### config.mk
export PLATFORM = sky130hd
export DESIGN_NAME = soc_system_ocr_arbiter
export DESIGN_NICKNAME = d
export VERILOG_FILES = /design/src/rtl/soc_system_ocr_pkg.sv /design/src/rtl/soc_system_ocr_rr_arb.sv /design/src/rtl/soc_system_ocr_arbiter.sv
export SDC_FILE = /design/constraint.sdc
export NUM_CORES = 1
export LEC_CHECK = 0
export ABC_CLOCK_PERIOD_IN_PS = 2670
export CAP_MARGIN = 20
export CELL_PAD_IN_SITES_DETAIL_PLACEMENT = 2
export CELL_PAD_IN_SITES_GLOBAL_PLACEMENT = 2
export CORE_AREA = 2 2 95 97
export CTS_BUF_LIST = sky130_fd_sc_hd__clkbuf_4
export DETAILED_ROUTE_END_ITERATION = 8
export DIE_AREA = 0 0 97 99
export DONT_BUFFER_PORTS = 1
export PLACE_DENSITY_LB_ADDON = 0.1
export REMOVE_ABC_BUFFERS = 1
export SLEW_MARGIN = 20
export SYNTH_ARGS = -nofsm -noshare
export SYNTH_HDL_FRONTEND = slang
export SYNTH_SLANG_ARGS = --single-unit
export TNS_END_PERCENT = 1
### constraint.sdc
create_clock -name clk -period 2.67 [get_ports clk]
set_input_delay 0.267 -clock clk [delete_from_list [all_inputs] [get_ports clk]]
set_output_delay 0.267 -clock clk [all_outputs]
set_load 0.005 [all_outputs]
### src/rtl/soc_system_ocr_pkg.sv
`default_nettype none
// ============================================================================
// soc_system_ocr_pkg
// Shared defaults and helpers for the two-port on-chip RAM arbiter.
// Revision: 1.0
// ============================================================================
package soc_system_ocr_pkg;

  localparam int unsigned c_ADDR_W       = 10;
  localparam int unsigned c_DATA_W       = 32;
  localparam int unsigned c_BE_W         = 4;
  localparam int unsigned c_PORT_ID_W    = 1;
  localparam int unsigned c_READ_LATENCY = 2;

  typedef logic [c_PORT_ID_W-1:0] port_id_t;

  // One-hot two-port grant to port index; an idle grant maps to port 0.
  function automatic port_id_t grant_to_id(input logic [1:0] grant);
    return port_id_t'(grant[1]);
  endfunction

endpackage
`default_nettype wire

### src/rtl/soc_system_ocr_rr_arb.sv
`default_nettype none
// ============================================================================
// soc_system_ocr_rr_arb
// Two-requester round-robin arbiter with a last-grant pointer register.
// Revision: 1.0
// ============================================================================
module soc_system_ocr_rr_arb (
  input  logic       clk,
  input  logic       rst,
  input  logic [1:0] req,
  output logic [1:0] grant
);

  // Index of the port granted most recently; 1 lets port 0 win first contention.
  logic r_last;

  always_comb begin
    grant = 2'b00;
    case (req)
      2'b01:   grant = 2'b01;
      2'b10:   grant = 2'b10;
      2'b11:   grant = r_last ? 2'b01 : 2'b10;
      default: grant = 2'b00;
    endcase
  end

  always_ff @(posedge clk or posedge rst) begin
    if (rst) begin
      r_last <= 1'b1;
    end else if (|grant) begin
      r_last <= grant[1];
    end
  end

endmodule
`default_nettype wire

### src/rtl/soc_system_ocr_arbiter.sv
`default_nettype none
// ============================================================================
// soc_system_ocr_arbiter
// Round-robin two-port front end to a single-port RAM, 2-cycle read latency.
// Revision: 1.0
// ============================================================================
module soc_system_ocr_arbiter
  import soc_system_ocr_pkg::*;
#(
  parameter int unsigned ADDR_W = c_ADDR_W,
  parameter int unsigned DATA_W = c_DATA_W,
  parameter int unsigned BE_W   = c_BE_W
) (
  input  logic              clk,
  input  logic              reset,

  input  logic [ADDR_W-1:0] s0_address,
  input  logic [BE_W-1:0]   s0_byteenable,
  input  logic              s0_read,
  input  logic              s0_write,
  input  logic [DATA_W-1:0] s0_writedata,
  output logic              s0_waitrequest,
  output logic [DATA_W-1:0] s0_readdata,
  output logic              s0_readdatavalid,

  input  logic [ADDR_W-1:0] s1_address,
  input  logic [BE_W-1:0]   s1_byteenable,
  input  logic              s1_read,
  input  logic              s1_write,
  input  logic [DATA_W-1:0] s1_writedata,
  output logic              s1_waitrequest,
  output logic [DATA_W-1:0] s1_readdata,
  output logic              s1_readdatavalid,

  output logic [ADDR_W-1:0] ram_address,
  output logic [BE_W-1:0]   ram_byteenable,
  output logic              ram_chipselect,
  output logic              ram_write,
  output logic [DATA_W-1:0] ram_writedata,
  input  logic [DATA_W-1:0] ram_readdata
);

  logic [1:0]        w_req;
  logic [1:0]        w_grant;
  logic              w_accept;
  port_id_t          w_sel_id;
  logic [ADDR_W-1:0] w_sel_addr;
  logic [BE_W-1:0]   w_sel_be;
  logic [DATA_W-1:0] w_sel_wdata;
  logic              w_sel_write;

  logic              r_s1_valid;
  logic              r_s1_write;
  port_id_t          r_s1_port;
  logic [ADDR_W-1:0] r_s1_addr;
  logic [BE_W-1:0]   r_s1_be;
  logic [DATA_W-1:0] r_s1_wdata;

  logic              r_s2_valid;
  port_id_t          r_s2_port;

  assign w_req = {s1_read | s1_write, s0_read | s0_write};

  soc_system_ocr_rr_arb u_rr_arb (
    .clk   (clk),
    .rst   (reset),
    .req   (w_req),
    .grant (w_grant)
  );

  assign s0_waitrequest = w_req[0] & ~w_grant[0];
  assign s1_waitrequest = w_req[1] & ~w_grant[1];
  assign w_accept       = |w_grant;
  assign w_sel_id       = grant_to_id(w_grant);

  // A write wins over a simultaneous read on the same port.
  always_comb begin
    w_sel_addr  = s0_address;
    w_sel_be    = s0_byteenable;
    w_sel_wdata = s0_writedata;
    w_sel_write = s0_write;
    if (w_grant[1]) begin
      w_sel_addr  = s1_address;
      w_sel_be    = s1_byteenable;
      w_sel_wdata = s1_writedata;
      w_sel_write = s1_write;
    end
  end

  // Stage 1: command register feeding the RAM; payload holds while idle.
  always_ff @(posedge clk or posedge reset) begin
    if (reset) begin
      r_s1_valid <= 1'b0;
      r_s1_write <= 1'b0;
      r_s1_port  <= '0;
      r_s1_addr  <= '0;
      r_s1_be    <= '0;
      r_s1_wdata <= '0;
    end else begin
      r_s1_valid <= w_accept;
      if (w_accept) begin
        r_s1_write <= w_sel_write;
        r_s1_port  <= w_sel_id;
        r_s1_addr  <= w_sel_addr;
        r_s1_be    <= w_sel_be;
        r_s1_wdata <= w_sel_wdata;
      end
    end
  end

  // Stage 2: read tag aligned with the RAM's registered read data.
  always_ff @(posedge clk or posedge reset) begin
    if (reset) begin
      r_s2_valid <= 1'b0;
      r_s2_port  <= '0;
    end else begin
      r_s2_valid <= r_s1_valid & ~r_s1_write;
      r_s2_port  <= r_s1_port;
    end
  end

  assign ram_address    = r_s1_addr;
  assign ram_byteenable = r_s1_be;
  assign ram_writedata  = r_s1_wdata;
  assign ram_chipselect = r_s1_valid;
  assign ram_write      = r_s1_valid & r_s1_write;

  assign s0_readdata      = ram_readdata;
  assign s1_readdata      = ram_readdata;
  assign s0_readdatavalid = r_s2_valid & (r_s2_port == port_id_t'(0));
  assign s1_readdatavalid = r_s2_valid & (r_s2_port == port_id_t'(1));

endmodule
`default_nettype wire

==> impl_metrics.ini <==
[power]
combPwrFrac_pct = 21.2
p_seq_share_pct = 58.0
leakagePower_nw = 1.17
power.density_nw_per_um2 = 634
p_switching_mw = 0.532
clockPowerShare_pct = 20.8
switching_share_pct = 30.1
peakVddDrop_uv = 203
power.internal_mw = 1.23

[critical_path]
worst-r2r-cell-count = 5
slowest_stage = dfstp_2
slowest_delay_ns = 0.60
arrival_ns = 2.62
crit_path_cell_trace = o21ba_2, nor2_4, buf_12, a221o_1, dlygate4sd3_1
worstPathRequired_ns = 2.99
crit_family = buffers and inverters
crit_fanout = 24
critPathBufInv = 2
worstReg2RegStart = u_rr_arb.r_last$_DFFE_PP1P_
rr_endpoint = ram_writedata[26]$_DFFE_PP0P_
startpoint_type = flip-flop
worstSetupPathType = flip-flop to flip-flop
cp-end-kind = flip-flop
r2r_slack_ns = 0.36

[hold_path]
hold_path_class = input pin to flip-flop
hold_end = ram_writedata[13]$_DFFE_PP0P_
min_from = s1_writedata[13]
min_path_cells = 1

[global_route]
antenna_found_initial = 0
grt_max_degree = 47
grt_use_total_pct = 19.1
grt_pass1_vias = 1945
grt_pass1_wl_microns = 13700
overflow = 0

[synthesis]
synth_cells = 246
ys_seq_elements = 52
yosysSeqAreaShare_pct = 46.9
synth.area.mux_share_pct = 0
synthAdderAreaFrac_pct = 0
synth-compound-area-share_pct = 17.9
netlist-cell-type-count = 21
synthXorXnorAreaFrac_pct = 0
ys_warn_count = 0
synth_top_family_by_area = buffers and inverters
syn_avg_cell_area_sq_um = 11.3
yosys.area_share.simple_pct = 13.8
netlist_area_sq_um = 2780

[final_layout]
area_delta_synth_final_pct = 0.316
fillers = 899
final_util_pct = 32.6
multiInputGateArea_sq_um = 896
drive_gt1_share_pct = 9.00
layout.nets = 340
insertedDiodeCount = 0
ff_latch_area_sq_um = 1300

[timing]
tns_ns = 0
relSlewSlack_pct = 53.9
setup_viol = 0
final_max_slew_viol_count = 0
finalClockSkew_ns = 0.0248
timing.final.crit_share_pct = 86.4
fmax_mhz = 434
worst_slew_pin_slew_ns = 0.689
rsz0062_at_grt = false
hold_violations = 0
layout_min_cycle_time_ns = 2.31

[place]
portBuffers = 0
hpwl_microns = 7150
gp_congestion = 0.782

[outcome]
outcome = complete, no violations

[clock_network]
clk-insertion-delay-late_ns = 0.37
clockBufferDepth = 2
tritoncts = yes
cts-root-buf = clkbuf_4
path_clk_slew_ns = 0.16
postCtsSetupBuffers = 0
htreeDepth = 2
cts_sinks = 52
cts_made_buffers = 5

[die]
io_pins = 246
start_util_pct = 32.5
die_w_microns = 97
fp-row-count = 34
die_y_microns = 99
die_area_sq_um = 9600
core-area_sq_um = 8550

[detailed_routing]
drtIter0Drc = 54
ant_nets = 0
drt_pre_antenna_iters = 4
drc = 0
routed_via_density = 5.78
wl_microns = 9740
avgRoutedWirePerCell_microns = 30.5
vias = 1845

[flow_run]
drv_cap = 0
-- power groups by stage --
| stage | registers (mW) | clock network (mW) | logic, mW |
|---|---|---|---|
| floorplan | 0.996 | 0 | 0.210 |
| global route | 1.04 | 0.416 | 0.414 |
| detailed placement | 1.04 | 0 | 0.294 |
| CTS | 1.02 | 0.384 | 0.295 |
| finish | 1.02 | 0.367 | 0.375 |
| global placement | 1.03 | 0 | 0.265 |
-- repair_timing --
item	CTS	global route
hold endpoints to repair	19	15
gates resized for setup	0	0
hold buffers	1	29
-- kinds of logic (layout without fill, tap and decap cells) --
group	after synthesis	in the layout
buffers and inverters	81	46
flip-flops	52	52
AND/OR/NAND/NOR	62	62
AO/OA/AOI/OAI	51	51
-- worst max path at each step --
stage,from,end,slack (ns),depth (start not counted)
6_report,u_rr_arb.r_last$_DFFE_PP1P_,ram_writedata[26]$_DFFE_PP0P_,0.36,5
5_1_grt,u_rr_arb.r_last$_DFFE_PP1P_,ram_writedata[26]$_DFFE_PP0P_,0.23,5
4_1_cts,u_rr_arb.r_last$_DFFE_PP1P_,ram_writedata[14]$_DFFE_PP0P_,0.86,3
3_5_place_dp,u_rr_arb.r_last$_DFFE_PP1P_,ram_writedata[15]$_DFFE_PP0P_,0.87,3
3_3_place_gp,u_rr_arb.r_last$_DFFE_PP1P_,ram_writedata[16]$_DFFE_PP0P_,1.00,4
2_1_floorplan,u_rr_arb.r_last$_DFFE_PP1P_,ram_address[0]$_DFFE_PP0P_,0.09,3
-- cell type report --
class                      count  area share (%)
tap                          108            4.85
timing repair buffer          35            13.8
clock inverter                 2           0.404
inverter                       3           0.404
multi-input combinational    113            32.2
clock buffer                   6            1.62
sequential                    52            46.8
-- per-stage QoR --
stage               worst slack (ns)  area, sq um  total power, mW  instances  hold WS, ns
global route                   0.232         2780             1.87        319     0.000307
CTS                            0.857         2470             1.70        289      0.00278
detailed placement             0.865         2400             1.33        280        0.209
global placement                1.00         2380             1.30        279        0.375
floorplan                     0.0851         2190             1.21        168        0.355
finish                         0.364         2780             1.77        319       0.0265
-- flip-flops by register name (all words and copies together) (netlist names) --
signal,count
ram_byteenable,4
r_s2_port,1
u_rr_arb.r_last,1
r_s1_port,1
ram_writedata,32
r_s2_valid,1
ram_chipselect,1
r_s1_write,1
ram_address,10
-- cells in the mapped netlist --
| master | count | share of area, % |
|---|---|---|
| nor2_2 | 1 | 0.23 |
| buf_2 | 6 | 1.1 |
| dfstp_2 | 1 | 0.95 |
| a22oi_1 | 1 | 0.27 |
| clkbuf_1 | 1 | 0.14 |
| and2_1 | 48 | 11 |
| o21ai_0 | 1 | 0.18 |
| o21ba_2 | 1 | 0.36 |
| nor2_1 | 4 | 0.54 |
| buf_6 | 4 | 1.6 |
| nor3_1 | 2 | 0.36 |
| a221o_1 | 46 | 17 |
| nor4_2 | 1 | 0.45 |
| nor2b_1 | 3 | 0.68 |
| nand2_1 | 2 | 0.27 |
| a21o_1 | 1 | 0.27 |
| nor2_4 | 1 | 0.41 |
| inv_1 | 3 | 0.41 |
| o21a_1 | 1 | 0.27 |
| buf_4 | 67 | 18 |
| dfrtp_1 | 51 | 46 |
-- placed cells by master (no fill, tap or decap) --
cell type,n
a22oi_1,1
clkinv_1,1
clkbuf_4,6
inv_2,1
buf_12,2
o21ba_2,1
inv_1,2
nor2_1,3
dfstp_2,1
o21ai_0,1
clkinvlp_4,1
buf_16,1
o21a_1,1
nor2_4,2
and2_1,48
a221o_1,46
nor2_2,1
nor4_4,1
nand2_1,2
dfrtp_1,51
buf_4,2
nor3_1,2
a21o_1,1
nor2b_1,3
dlygate4sd3_1,30
-- per-layer routing --
layer  global-route usage [%]  vias to the layer above  part of all wire, %
li1                         -                      737                    -
met3                     20.3                       14                   21
met1                     21.8                      908                   36
met4                     3.36                        2                  1.1
met5                     5.13                        -                 0.35
met2                     24.0                      184                   41
Note: power is estimated with default switching activity, not from simulation.
